**src/rtl/seven_seg_pkg.sv**
```systemverilog
// seven_seg_pkg: segment bit positions, active-high hex glyphs and the nibble-to-glyph decode
package seven_seg_pkg;
  localparam int SEG_A = 0;
  localparam int SEG_B = 1;
  localparam int SEG_C = 2;
  localparam int SEG_D = 3;
  localparam int SEG_E = 4;
  localparam int SEG_F = 5;
  localparam int SEG_G = 6;
  localparam logic [6:0] SEG_OFF = 7'h00;
  localparam logic [6:0] SEG_HEX_0 = 7'h3f;
  localparam logic [6:0] SEG_HEX_1 = 7'h06;
  localparam logic [6:0] SEG_HEX_2 = 7'h5b;
  localparam logic [6:0] SEG_HEX_3 = 7'h4f;
  localparam logic [6:0] SEG_HEX_4 = 7'h66;
  localparam logic [6:0] SEG_HEX_5 = 7'h6d;
  localparam logic [6:0] SEG_HEX_6 = 7'h7d;
  localparam logic [6:0] SEG_HEX_7 = 7'h07;
  localparam logic [6:0] SEG_HEX_8 = 7'h7f;
  localparam logic [6:0] SEG_HEX_9 = 7'h6f;
  localparam logic [6:0] SEG_HEX_A = 7'h77;
  localparam logic [6:0] SEG_HEX_B = 7'h7c;
  localparam logic [6:0] SEG_HEX_C = 7'h39;
  localparam logic [6:0] SEG_HEX_D = 7'h5e;
  localparam logic [6:0] SEG_HEX_E = 7'h79;
  localparam logic [6:0] SEG_HEX_F = 7'h71;
  function automatic logic [6:0] hex_to_seg(input logic [3:0] hex);
    unique case (hex)
      4'h0: return SEG_HEX_0;
      4'h1: return SEG_HEX_1;
      4'h2: return SEG_HEX_2;
      4'h3: return SEG_HEX_3;
      4'h4: return SEG_HEX_4;
      4'h5: return SEG_HEX_5;
      4'h6: return SEG_HEX_6;
      4'h7: return SEG_HEX_7;
      4'h8: return SEG_HEX_8;
      4'h9: return SEG_HEX_9;
      4'ha: return SEG_HEX_A;
      4'hb: return SEG_HEX_B;
      4'hc: return SEG_HEX_C;
      4'hd: return SEG_HEX_D;
      4'he: return SEG_HEX_E;
      default: return SEG_HEX_F;
    endcase
  endfunction
endpackage

```
**src/rtl/seven_seg_scanner_hex_to_seg7.sv**
```systemverilog
// hex_to_seg7: combinational nibble to active-high {g,f,e,d,c,b,a} segments
module hex_to_seg7
  import seven_seg_pkg::*;
(
  input  logic [3:0] hex_i,
  output logic [6:0] seg_o
);
  assign seg_o = hex_to_seg(hex_i);
endmodule

```
**src/rtl/seven_seg_scanner.sv**
```systemverilog
// seven_seg_scanner: multiplexed seven-segment driver with dead time and frame-synchronous double buffering
module seven_seg_scanner
  import seven_seg_pkg::*;
#(
  parameter int NUM_DIGITS   = 8,
  parameter int REFRESH_DIV  = 100000,
  parameter int BLANK_CYCLES = 2,
  parameter bit ACTIVE_LOW   = 1'b1,
  localparam int SEL_W = (NUM_DIGITS > 1) ? $clog2(NUM_DIGITS) : 1
)(
  input  logic                    clk,
  input  logic                    rst,
  input  logic                    enable,
  input  logic [4*NUM_DIGITS-1:0] data_in,
  input  logic [NUM_DIGITS-1:0]   dp_in,
  input  logic [NUM_DIGITS-1:0]   digit_en_in,
  input  logic                    data_load,
  output logic [NUM_DIGITS-1:0]   an,
  output logic [6:0]              seg,
  output logic                    dp,
  output logic [SEL_W-1:0]        digit_sel,
  output logic                    frame_done
);
  localparam int CNT_W = $clog2(REFRESH_DIV);
  localparam logic [NUM_DIGITS-1:0] AN_OFF = {NUM_DIGITS{ACTIVE_LOW}};
  localparam logic [6:0] SEG_IDLE = SEG_OFF ^ {7{ACTIVE_LOW}};
  logic [CNT_W-1:0] cnt_q, cnt_d;
  logic [SEL_W-1:0] idx_q, idx_d, sel_q;
  logic [4*NUM_DIGITS-1:0] sh_data_q, pend_data_q;
  logic [NUM_DIGITS-1:0] sh_dp_q, sh_en_q, pend_dp_q, pend_en_q, an_q, an_d;
  logic [6:0] seg_q, seg_d, glyph;
  logic dp_q, dp_d, fd_q, pend_q, loaded_q;
  logic last_cnt, wrap, direct, active;
  hex_to_seg7 u_dec (.hex_i(sh_data_q[{idx_q, 2'b00} +: 4]), .seg_o(glyph));
  always_comb begin
    last_cnt = cnt_q == CNT_W'(REFRESH_DIV - 1);
    wrap     = enable && last_cnt && idx_q == SEL_W'(NUM_DIGITS - 1);
    direct   = data_load && (wrap || !enable || !loaded_q);
    cnt_d    = (!enable || last_cnt) ? '0 : cnt_q + 1'b1;
    idx_d    = (!enable || wrap) ? '0 : idx_q + SEL_W'(last_cnt);
    active   = enable && cnt_q >= CNT_W'(BLANK_CYCLES) && sh_en_q[idx_q];
    an_d     = AN_OFF ^ (active ? NUM_DIGITS'(1) << idx_q : '0);
    seg_d    = {7{ACTIVE_LOW}} ^ (active ? glyph : SEG_OFF);
    dp_d     = ACTIVE_LOW ^ (active && sh_dp_q[idx_q]);
  end
  always_ff @(posedge clk) begin
    if (rst) begin
      cnt_q       <= '0;
      idx_q       <= '0;
      sel_q       <= '0;
      fd_q        <= 1'b0;
      an_q        <= AN_OFF;
      seg_q       <= SEG_IDLE;
      dp_q        <= ACTIVE_LOW;
      sh_data_q   <= '0;
      sh_dp_q     <= '0;
      sh_en_q     <= '0;
      pend_data_q <= '0;
      pend_dp_q   <= '0;
      pend_en_q   <= '0;
      pend_q      <= 1'b0;
      loaded_q    <= 1'b0;
    end else begin
      cnt_q    <= cnt_d;
      idx_q    <= idx_d;
      sel_q    <= idx_q;
      fd_q     <= wrap;
      an_q     <= an_d;
      seg_q    <= seg_d;
      dp_q     <= dp_d;
      loaded_q <= loaded_q | data_load;
      pend_q   <= data_load ? !direct : (pend_q && !wrap);
      if (data_load) begin
        pend_data_q <= data_in;
        pend_dp_q   <= dp_in;
        pend_en_q   <= digit_en_in;
      end
      if (direct) begin
        sh_data_q <= data_in;
        sh_dp_q   <= dp_in;
        sh_en_q   <= digit_en_in;
      end else if (wrap && pend_q) begin
        sh_data_q <= pend_data_q;
        sh_dp_q   <= pend_dp_q;
        sh_en_q   <= pend_en_q;
      end
    end
  end
  assign an         = an_q;
  assign seg        = seg_q;
  assign dp         = dp_q;
  assign digit_sel  = sel_q;
  assign frame_done = fd_q;
endmodule

```
**config.mk**
```make
export PLATFORM = sky130hd
export DESIGN_NAME = seven_seg_scanner
export DESIGN_NICKNAME = d
export VERILOG_FILES = /design/src/rtl/seven_seg_pkg.sv /design/src/rtl/seven_seg_scanner_hex_to_seg7.sv /design/src/rtl/seven_seg_scanner.sv
export SDC_FILE = /design/constraint.sdc
export NUM_CORES = 1
export LEC_CHECK = 0
export CORE_MARGIN = 5
export CORE_UTILIZATION = 50
export DETAILED_ROUTE_END_ITERATION = 10
export GPL_ROUTABILITY_DRIVEN = 0
export PLACE_DENSITY_LB_ADDON = 0.25
export SLEW_MARGIN = 5
export SYNTH_ARGS = -nofsm -noshare
export SYNTH_HDL_FRONTEND = slang
export SYNTH_SLANG_ARGS = --single-unit
```
**constraint.sdc**
```tcl
create_clock -name clk -period 3.3 [get_ports clk]
set_input_delay 0.66 -clock clk [delete_from_list [all_inputs] [get_ports clk]]
set_output_delay 0.66 -clock clk [all_outputs]
set_load 0.1 [all_outputs]
```
==> results of run 1 <==
[kinds of logic (layout without fill, tap and decap cells)]
logic type / after synthesis / count (layout) / share of synthesized area, %
buf+inv: 59 / 124 / 4.38
xor+xnor: 16 / 16 / 2.38
compound gates: 65 / 65 / 9.37
mux: 70 / 70 / 14.1
fa+ha+maj: 10 / 10 / 2.13
simple gates: 284 / 284 / 20.7
flops: 138 / 138 / 46.9
[report_power, final]
group          switching [mW]  internal, mW  total [mW]
sequential             0.0454          1.75        1.80
combinational           0.167         0.159       0.326
clock                   0.694          1.27        1.96
[layer usage]
metal	up-vias	wire length, um	track usage [%]
li1	2345	-	-
met1	2238	5920	24.5
met2	125	6100	30.0
met3	18	714	5.54
met4	0	171	6.17
met5	-	0	0
[flip-flops by register name, summed over array words and instances (netlist names), 3 cells and up]
name and cells:
pend_data_q 32, sh_data_q 32, cnt_q 17, an 8, pend_dp_q 8, pend_en_q 8
sh_dp_q 8, sh_en_q 8, seg 7, digit_sel 3, idx_q 3
[worst max-delay path by stage]
stage | cells past startpoint | slack (ns) | endpoint
floorplan | 10 | 0.80 | seg[0]
global placement | 8 | 0.70 | seg[0]
detailed placement | 8 | 0.56 | seg[0]
CTS | 8 | 0.47 | seg[0]
global route | 8 | 0.25 | seg[5]
finish | 8 | 0.49 | seg[0]
[stage by stage]
step	setup WS [ns]	util, %	hold slack, ns	cell area, um2
6_report	0.492	63.1	0.462	7240
5_1_grt	0.245	63.1	0.488	7240
4_1_cts	0.466	63.1	0.466	7240
3_5_place_dp	0.563	57.7	0.454	6620
3_3_place_gp	0.696	57.7	0.444	6620
2_1_floorplan	0.798	-	0.430	5890
[worst max-delay path, delay by kind of cell, from the launching register on]
| kind | cells | cell delay, ns |
|---|---|---|
| multiplexers | 3 | 1.07 |
| adder cells (fa/ha/maj) | 1 | 0.28 |
| flip-flops | 1 | 0.85 |
| AND/OR/NAND/NOR | 1 | 0.06 |
| AO/OA/AOI/OAI | 1 | 0.14 |
| buffers and inverters | 2 | 0.25 |
[cells in the final DEF, fill, tap and decap left out, types with 2 or more instances in the layout]
cell type	n
sky130_fd_sc_hd__dfxtp_1	138
sky130_fd_sc_hd__nor2_1	125
sky130_fd_sc_hd__nand2_1	108
sky130_fd_sc_hd__mux2i_1	58
sky130_fd_sc_hd__clkdlybuf4s50_1	49
sky130_fd_sc_hd__a311oi_1	48
sky130_fd_sc_hd__buf_4	30
sky130_fd_sc_hd__clkbuf_16	17
sky130_fd_sc_hd__nand3_1	12
sky130_fd_sc_hd__mux4_2	10
sky130_fd_sc_hd__inv_1	10
sky130_fd_sc_hd__xnor2_1	10
sky130_fd_sc_hd__ha_1	10
sky130_fd_sc_hd__and3_1	8
sky130_fd_sc_hd__xor2_1	6
sky130_fd_sc_hd__nor3_1	4
sky130_fd_sc_hd__nor2b_1	4
sky130_fd_sc_hd__clkbuf_8	4
sky130_fd_sc_hd__or4_1	3
sky130_fd_sc_hd__nand4b_1	3
sky130_fd_sc_hd__o221ai_1	3
sky130_fd_sc_hd__clkinvlp_4	3
sky130_fd_sc_hd__bufinv_16	3
sky130_fd_sc_hd__mux2_2	2
sky130_fd_sc_hd__and4_1	2
sky130_fd_sc_hd__nor4_1	2
sky130_fd_sc_hd__nand2b_1	2
sky130_fd_sc_hd__nor3b_1	2
sky130_fd_sc_hd__o211ai_1	2
sky130_fd_sc_hd__a21oi_1	2
sky130_fd_sc_hd__or3_1	2
sky130_fd_sc_hd__o2111ai_1	2
sky130_fd_sc_hd__nand4_1	2
sky130_fd_sc_hd__clkinv_4	2
sky130_fd_sc_hd__clkinv_2	2
sky130_fd_sc_hd__buf_2	2
[layout make-up]
| type | instances | area (um2) |
|---|---|---|
| clock inverters | 10 | 140 |
| well taps | 143 | 179 |
| flip-flops and latches | 138 | 2760 |
| repair buffers | 82 | 746 |
| multi-input cells | 445 | 2890 |
| inverters | 10 | 37.5 |
| clock buffers | 22 | 484 |
| fillers | 946 | 4230 |
==> results list, run 1 <==
- Status: completed
- Walking the worst path, the cells encountered are mux4_2 -> mux2i_1 -> inv_1 -> ha_1 -> inv_1 -> nor2_1 -> mux2i_1 -> o2111ai_1.
- Final antenna-violating net count: 0
* Pin count of the biggest net entering global routing: 102
- Data on the critical path arrives at its endpoint at 3.06 ns.
- Worst IR drop on VDD: 0.486 mV
- The first global-routing pass estimated 21900 um of wire.
- Compared with the post-synthesis result, the final layout area differs by 23.0%.
* Net count after synthesis: 704
* Library cell occupying the most area in the post-synthesis netlist: sky130_fd_sc_hd__dfxtp_1
* Path depth of the worst reg2reg path: 8
* Power per Cell Area: 564 nW/um2
* Via count: approximately 4700
* Setup crit end kind: flop
* Port Buffers: 71
- For the worst setup path, the data required time is around 3.6 ns.
- Register-to-register path setup slack: slightly below 0.5 ns
* Remaining global-route overflow: 0
- CTS built an H-tree with a depth of 4.
* Sink Count: 138
* Endpoint, Worst Hold: cnt_q[0]
- Startpoint of the worst-slack reg-to-reg timing path: idx_q[1]
- CTS Hold Buffers Added: 0
- By instance count, the leading cell after synthesis is sky130_fd_sc_hd__dfxtp_1.
- After floorplanning, the core was divided into 39 placement rows.
- Post-synthesis sequential area ratio: 46.9%
- After synthesis, the mean cell area works out to 9.17 um2.
- In this run, synthesis produced a sequential element count of 138.
- Fraction of post-synthesis cell area in the top cell type by area: around 47%
* Initial detailed-routing violation count: 387
* Dominant synthesized flop cell: sky130_fd_sc_hd__dfxtp_1
* Reg-to-reg endpoint: seg[0]
* Critical setup path kind: reg2reg
- Leading post-synthesis cells by cell area: sky130_fd_sc_hd__dfxtp_1, sky130_fd_sc_hd__mux2i_1, sky130_fd_sc_hd__nor2_1, sky130_fd_sc_hd__a311oi_1, sky130_fd_sc_hd__nand2_1
* Synthesized instance count: 642
- After detailed routing, the number of vias per cell comes to 5.56.
- Clock-pin slew was measured on the worst setup and hold paths at 0.06 ns.
- Count of placed standard cells including taps: 818
* Share of the clock period used by the worst path: between 80 and 90%
* Net total in the final layout: ~760
- Max-Cap Viols: 0
- Number of top-level design ports: 72
- Of all nets on the critical path, the largest fanout is 21.
* Proportion of register bits with asynchronous set or reset after synthesis: 0%
- Chip height: 119 um
- The first TritonRoute pass finished after 5 iterations.
- Top post-synthesis cells by count: sky130_fd_sc_hd__dfxtp_1, sky130_fd_sc_hd__nor2_1, sky130_fd_sc_hd__nand2_1
* Total die area: 14000 um2
* Number of enable-type register cells in the synthesized netlist: 0
* Fin crit period: approximately 2.8 ns
- Setup repair after global routing left no endpoint under its margin.
- Counting instances, the worst hold path has a depth of 1.
* Max incr delay on CP: 0.85 ns
- At the pin with the least slew margin, the transition time is 1.03 ns.
- Of the cells placed in the final design, the portion with a size suffix greater than 1 is 11.5%.
* Overall Power: 4.08 mW
- The initial antenna violation count was 0.
* Setup fix buffers added after clock tree synthesis: 0
* Class of the tightest hold or removal check: reg2reg
- After detailed routing, the number of remaining DRC violations is 0.
- Final cell count without fillers: 850
- The number of antenna diodes in the final layout is 0.
- Number of distinct standard cells referenced by the synthesized netlist: 46
- The count of endpoints failing hold in the final timing report came to 0.
- TritonCTS built the clock tree.
- Tracing the worst setup path back leads to its startpoint at idx_q[1].
* Count of final setup violators: 0
- The final max-slew violation count was 0.
- Initial standard-cell utilization of the core: 51.3%
- Peak clock frequency supported by timing: 0.356 GHz
- For this run, the number of Yosys warnings is 0.
- For the worst-skew pair, the clock arrives at the later sink with an insertion delay of 0.42 ns.
- The via count of the first global-routing pass was between 4000 and 5000.
- The worst hold path begins at cnt_q[0].
* Rel. slew slack: 31.2%
* Static power due to leakage: about 2.8 nW
* Wire length after detailed routing: 12900 um
- PostCTS Resize Cnt: 0
- Global-route usage over all layers: 18.8%
- Total negative setup slack: 0 ns
- Longest Clk Path Bufs: 2
- The slowest stage of the critical path belongs to the cell sky130_fd_sc_hd__dfxtp_1.
* Startpoint kind of the worst setup timing path: flop
- In this run the standard cell core region covers around 11000 um2.
* CTS buffer count: 17
* Final HPWL DP: 8310 um
* Worst-case clock skew: about 0.0052 ns
- CTS root buf: sky130_fd_sc_hd__clkbuf_16
- After detailed routing, the average wire length per cell comes to around 15 um.
* Post-synth design cell area: 5890 um2
- From left edge to right edge, the die measures about 120 um.
Note: power is estimated with default switching activity, not from simulation.
==> run 2, diff against run 1 <==
CELL_PAD_IN_SITES_DETAIL_PLACEMENT = 1   (was not set)
CELL_PAD_IN_SITES_GLOBAL_PLACEMENT = 1   (was not set)
CORE_UTILIZATION = 42   (was 50)
==> run 2 against run 1 <==
Compared with the run above:
- sequential share of layout area shrank 0.71 points
- via count rose by 2.4%
- flip-flop and latch count unchanged
- critical endpoint unchanged
- largest cell class unchanged
==> results list, run 2 (synthesized netlist as in run 1, its figures left out) <==
* RSZ-0062 raised after global routing: false
* Clock tree from TritonCTS: yes
- Horizontal die dimension: 128 um (+8.3%)
- Net total in the final layout: 757 (+0.13%)
- Proportion of layout cells with a drive suffix above 1: 11.7% (+0.27 points)
* Antenna violations before repair: 0 (unchanged)
* CTS root buf: sky130_fd_sc_hd__clkbuf_16
- The tightest min-delay check is of the reg2reg type.
- Total negative setup slack: 0 ns (unchanged)
* Number of top-level design ports: 72 (unchanged)
- The maximum buffer depth of the clock tree came to 2 (unchanged).
- The pin count of the biggest net entering global routing is 102 (unchanged).
- The mean number of vias per cell was 5.45 (-2.0%).
- Final HPWL DP: 10200 um (+22%)
- Number of rows created at floorplan: 43 (+10%)
- CTS Hold Buffers Added: 0 (unchanged)
- In the final layout, the registers with the most flip-flops are pend_data_q x32, sh_data_q x32, cnt_q x17.
- Wire per inst: 17.4 um (+14%)
* Total core area: 13800 um2 (+21%)
* Final slew viol count: 0 (unchanged)
* Final antenna-violating net count: 0 (unchanged)
- Count of final setup violators: 0 (unchanged)
- Peak clock frequency supported by timing: 0.366 GHz (+2.7%)
- Sink Count: 138 (unchanged)
- The max-cap violation count came to 0 (unchanged).
- Overall Power: 4.36 mW (+6.7%)
- Startpoint kind of the worst setup timing path: flop
- The violation count after the first detailed-routing iteration is 273 (-29%).
- Rel. slew slack: 28.5% (-2.7 points)
* Area growth, synth to finish: 25.3%
- Remaining global-route overflow: 0 (unchanged)
* Status: completed
- The largest fanout on the critical path is 12 (-43%).
* Clock-pin slew on the worst setup and hold paths: 0.06 ns (about the same)
- Global-route usage over all layers: 19.3% (+0.54 points)
- By startpoint and endpoint, the worst setup path is classified as reg2reg.
* Detailed-router iteration count before antenna repair: 4 (-1)
- The port buffer count was 71 (unchanged).
- The count of endpoints failing hold in the final timing report was 0 (unchanged).
- The total wire length after detailed routing is 15400 um (+19%).
- Most common cell after layout, fill and taps aside: sky130_fd_sc_hd__dfxtp_1
* Setup fix buffers added after clock tree synthesis: 0 (unchanged)
- Number of levels in the clock H-tree: 4 (unchanged)
- Total die area: 16500 um2 (+17%)
- The worst-case setup margin in the final layout is 0.566 ns (+0.0747 ns).
- Critical path data arrival time: 2.99 ns (-0.07 ns)
* Worst IR drop on VDD: 0.428 mV (-12%)
- Core Util, Final: 53.3% (-9.8 points)
* CTS buffer count: 17 (unchanged)
- The die span in y is 128 um (+8.3%).
- The part of the cycle the worst path needs came to 82.8% (-2.3 points).
- The number of antenna diodes was 0 (unchanged).
- The via count of the first global-routing pass came to 5080 (+11%).
* Setup crit end kind: flop
- Static power due to leakage: 2.88 nW (+1.8%)
* Count of unresolved DRC violations after routing: 0 (unchanged)
* Initial standard-cell utilization of the core: 42.6% (-8.8 points)
- The worst hold margin is 0.475 ns (+0.0128 ns).
- Worst-case clock skew: 0.0113 ns (+0.00604 ns)
* Commonest cells after routing, fill and taps aside: sky130_fd_sc_hd__dfxtp_1, sky130_fd_sc_hd__nor2_1, sky130_fd_sc_hd__nand2_1
- Global-route wire length before repair: 25100 um (+15%)
* Worst EP required: 3.56 ns (about the same)
- The clock latency reported for the late side of the worst-skew pair is 0.43 ns (about the same).
* Transition time at the pin with the least slew margin: 1.07 ns (+0.0358 ns)
- Via count: 4838 (+2.4%)
* Worst setup slack after placement: 0.545 ns (-0.0185 ns)
- The power density over the cells came to 591 nW/um2 (+4.7%).
- Fin crit period: 2.73 ns (-0.0747 ns)
- The post-CTS resize count is 0 (unchanged).
-- run 2: through the flow --
stage	area (um2)	instances
finish	7380	888
global route	7380	888
CTS	7380	888
detailed placement	6690	856
global placement	6690	856
floorplan	5890	642
-- run 2: final cells by class --
class | count | area (um2)
clock buffers | 19 | 443
clock inverters | 13 | 246
fillers | 1529 | 6450
inverters | 10 | 37.5
multi-input cells | 445 | 2900
flip-flops and latches | 138 | 2760
well taps | 180 | 225
repair buffers | 83 | 766
-- run 2: critical path: stages (launching register included) --
cell and delay (ns):
sky130_fd_sc_hd__dfxtp_1 0.65, sky130_fd_sc_hd__mux4_2 0.57, sky130_fd_sc_hd__mux2i_1 0.49, sky130_fd_sc_hd__inv_1 0.17, sky130_fd_sc_hd__ha_1 0.30, sky130_fd_sc_hd__inv_1 0.07, sky130_fd_sc_hd__nor2_1 0.04, sky130_fd_sc_hd__mux2i_1 0.14
sky130_fd_sc_hd__o2111ai_1 0.14
-- run 2: layer usage --
layer	vias up	global-route usage, %	wire length (um)
met5	-	0	0
met4	0	6.87	250
met3	21	4.98	642
met2	85	32.1	7370
met1	2391	24.4	7150
li1	2341	-	-
-- run 2: worst paths after layout --
kind / cells past startpoint / endpoint / slack, ns / from
worst min-delay path: 2 / sh_dp_q[0] / 0.47 / pend_dp_q[0]
worst max-delay path: 8 / seg[0] / 0.57 / idx_q[0]
worst max register to register: 8 / seg[0] / 0.57 / idx_q[0]
worst min register to register: 2 / sh_dp_q[0] / 0.47 / pend_dp_q[0]
-- run 2: power by group --
part           internal (mW)  switching, mW  total [mW]  leakage (nW)
Clock                   1.51          0.712        2.22         0.337
Sequential              1.75         0.0502        1.80          1.13
Combinational          0.159          0.176       0.335          1.41
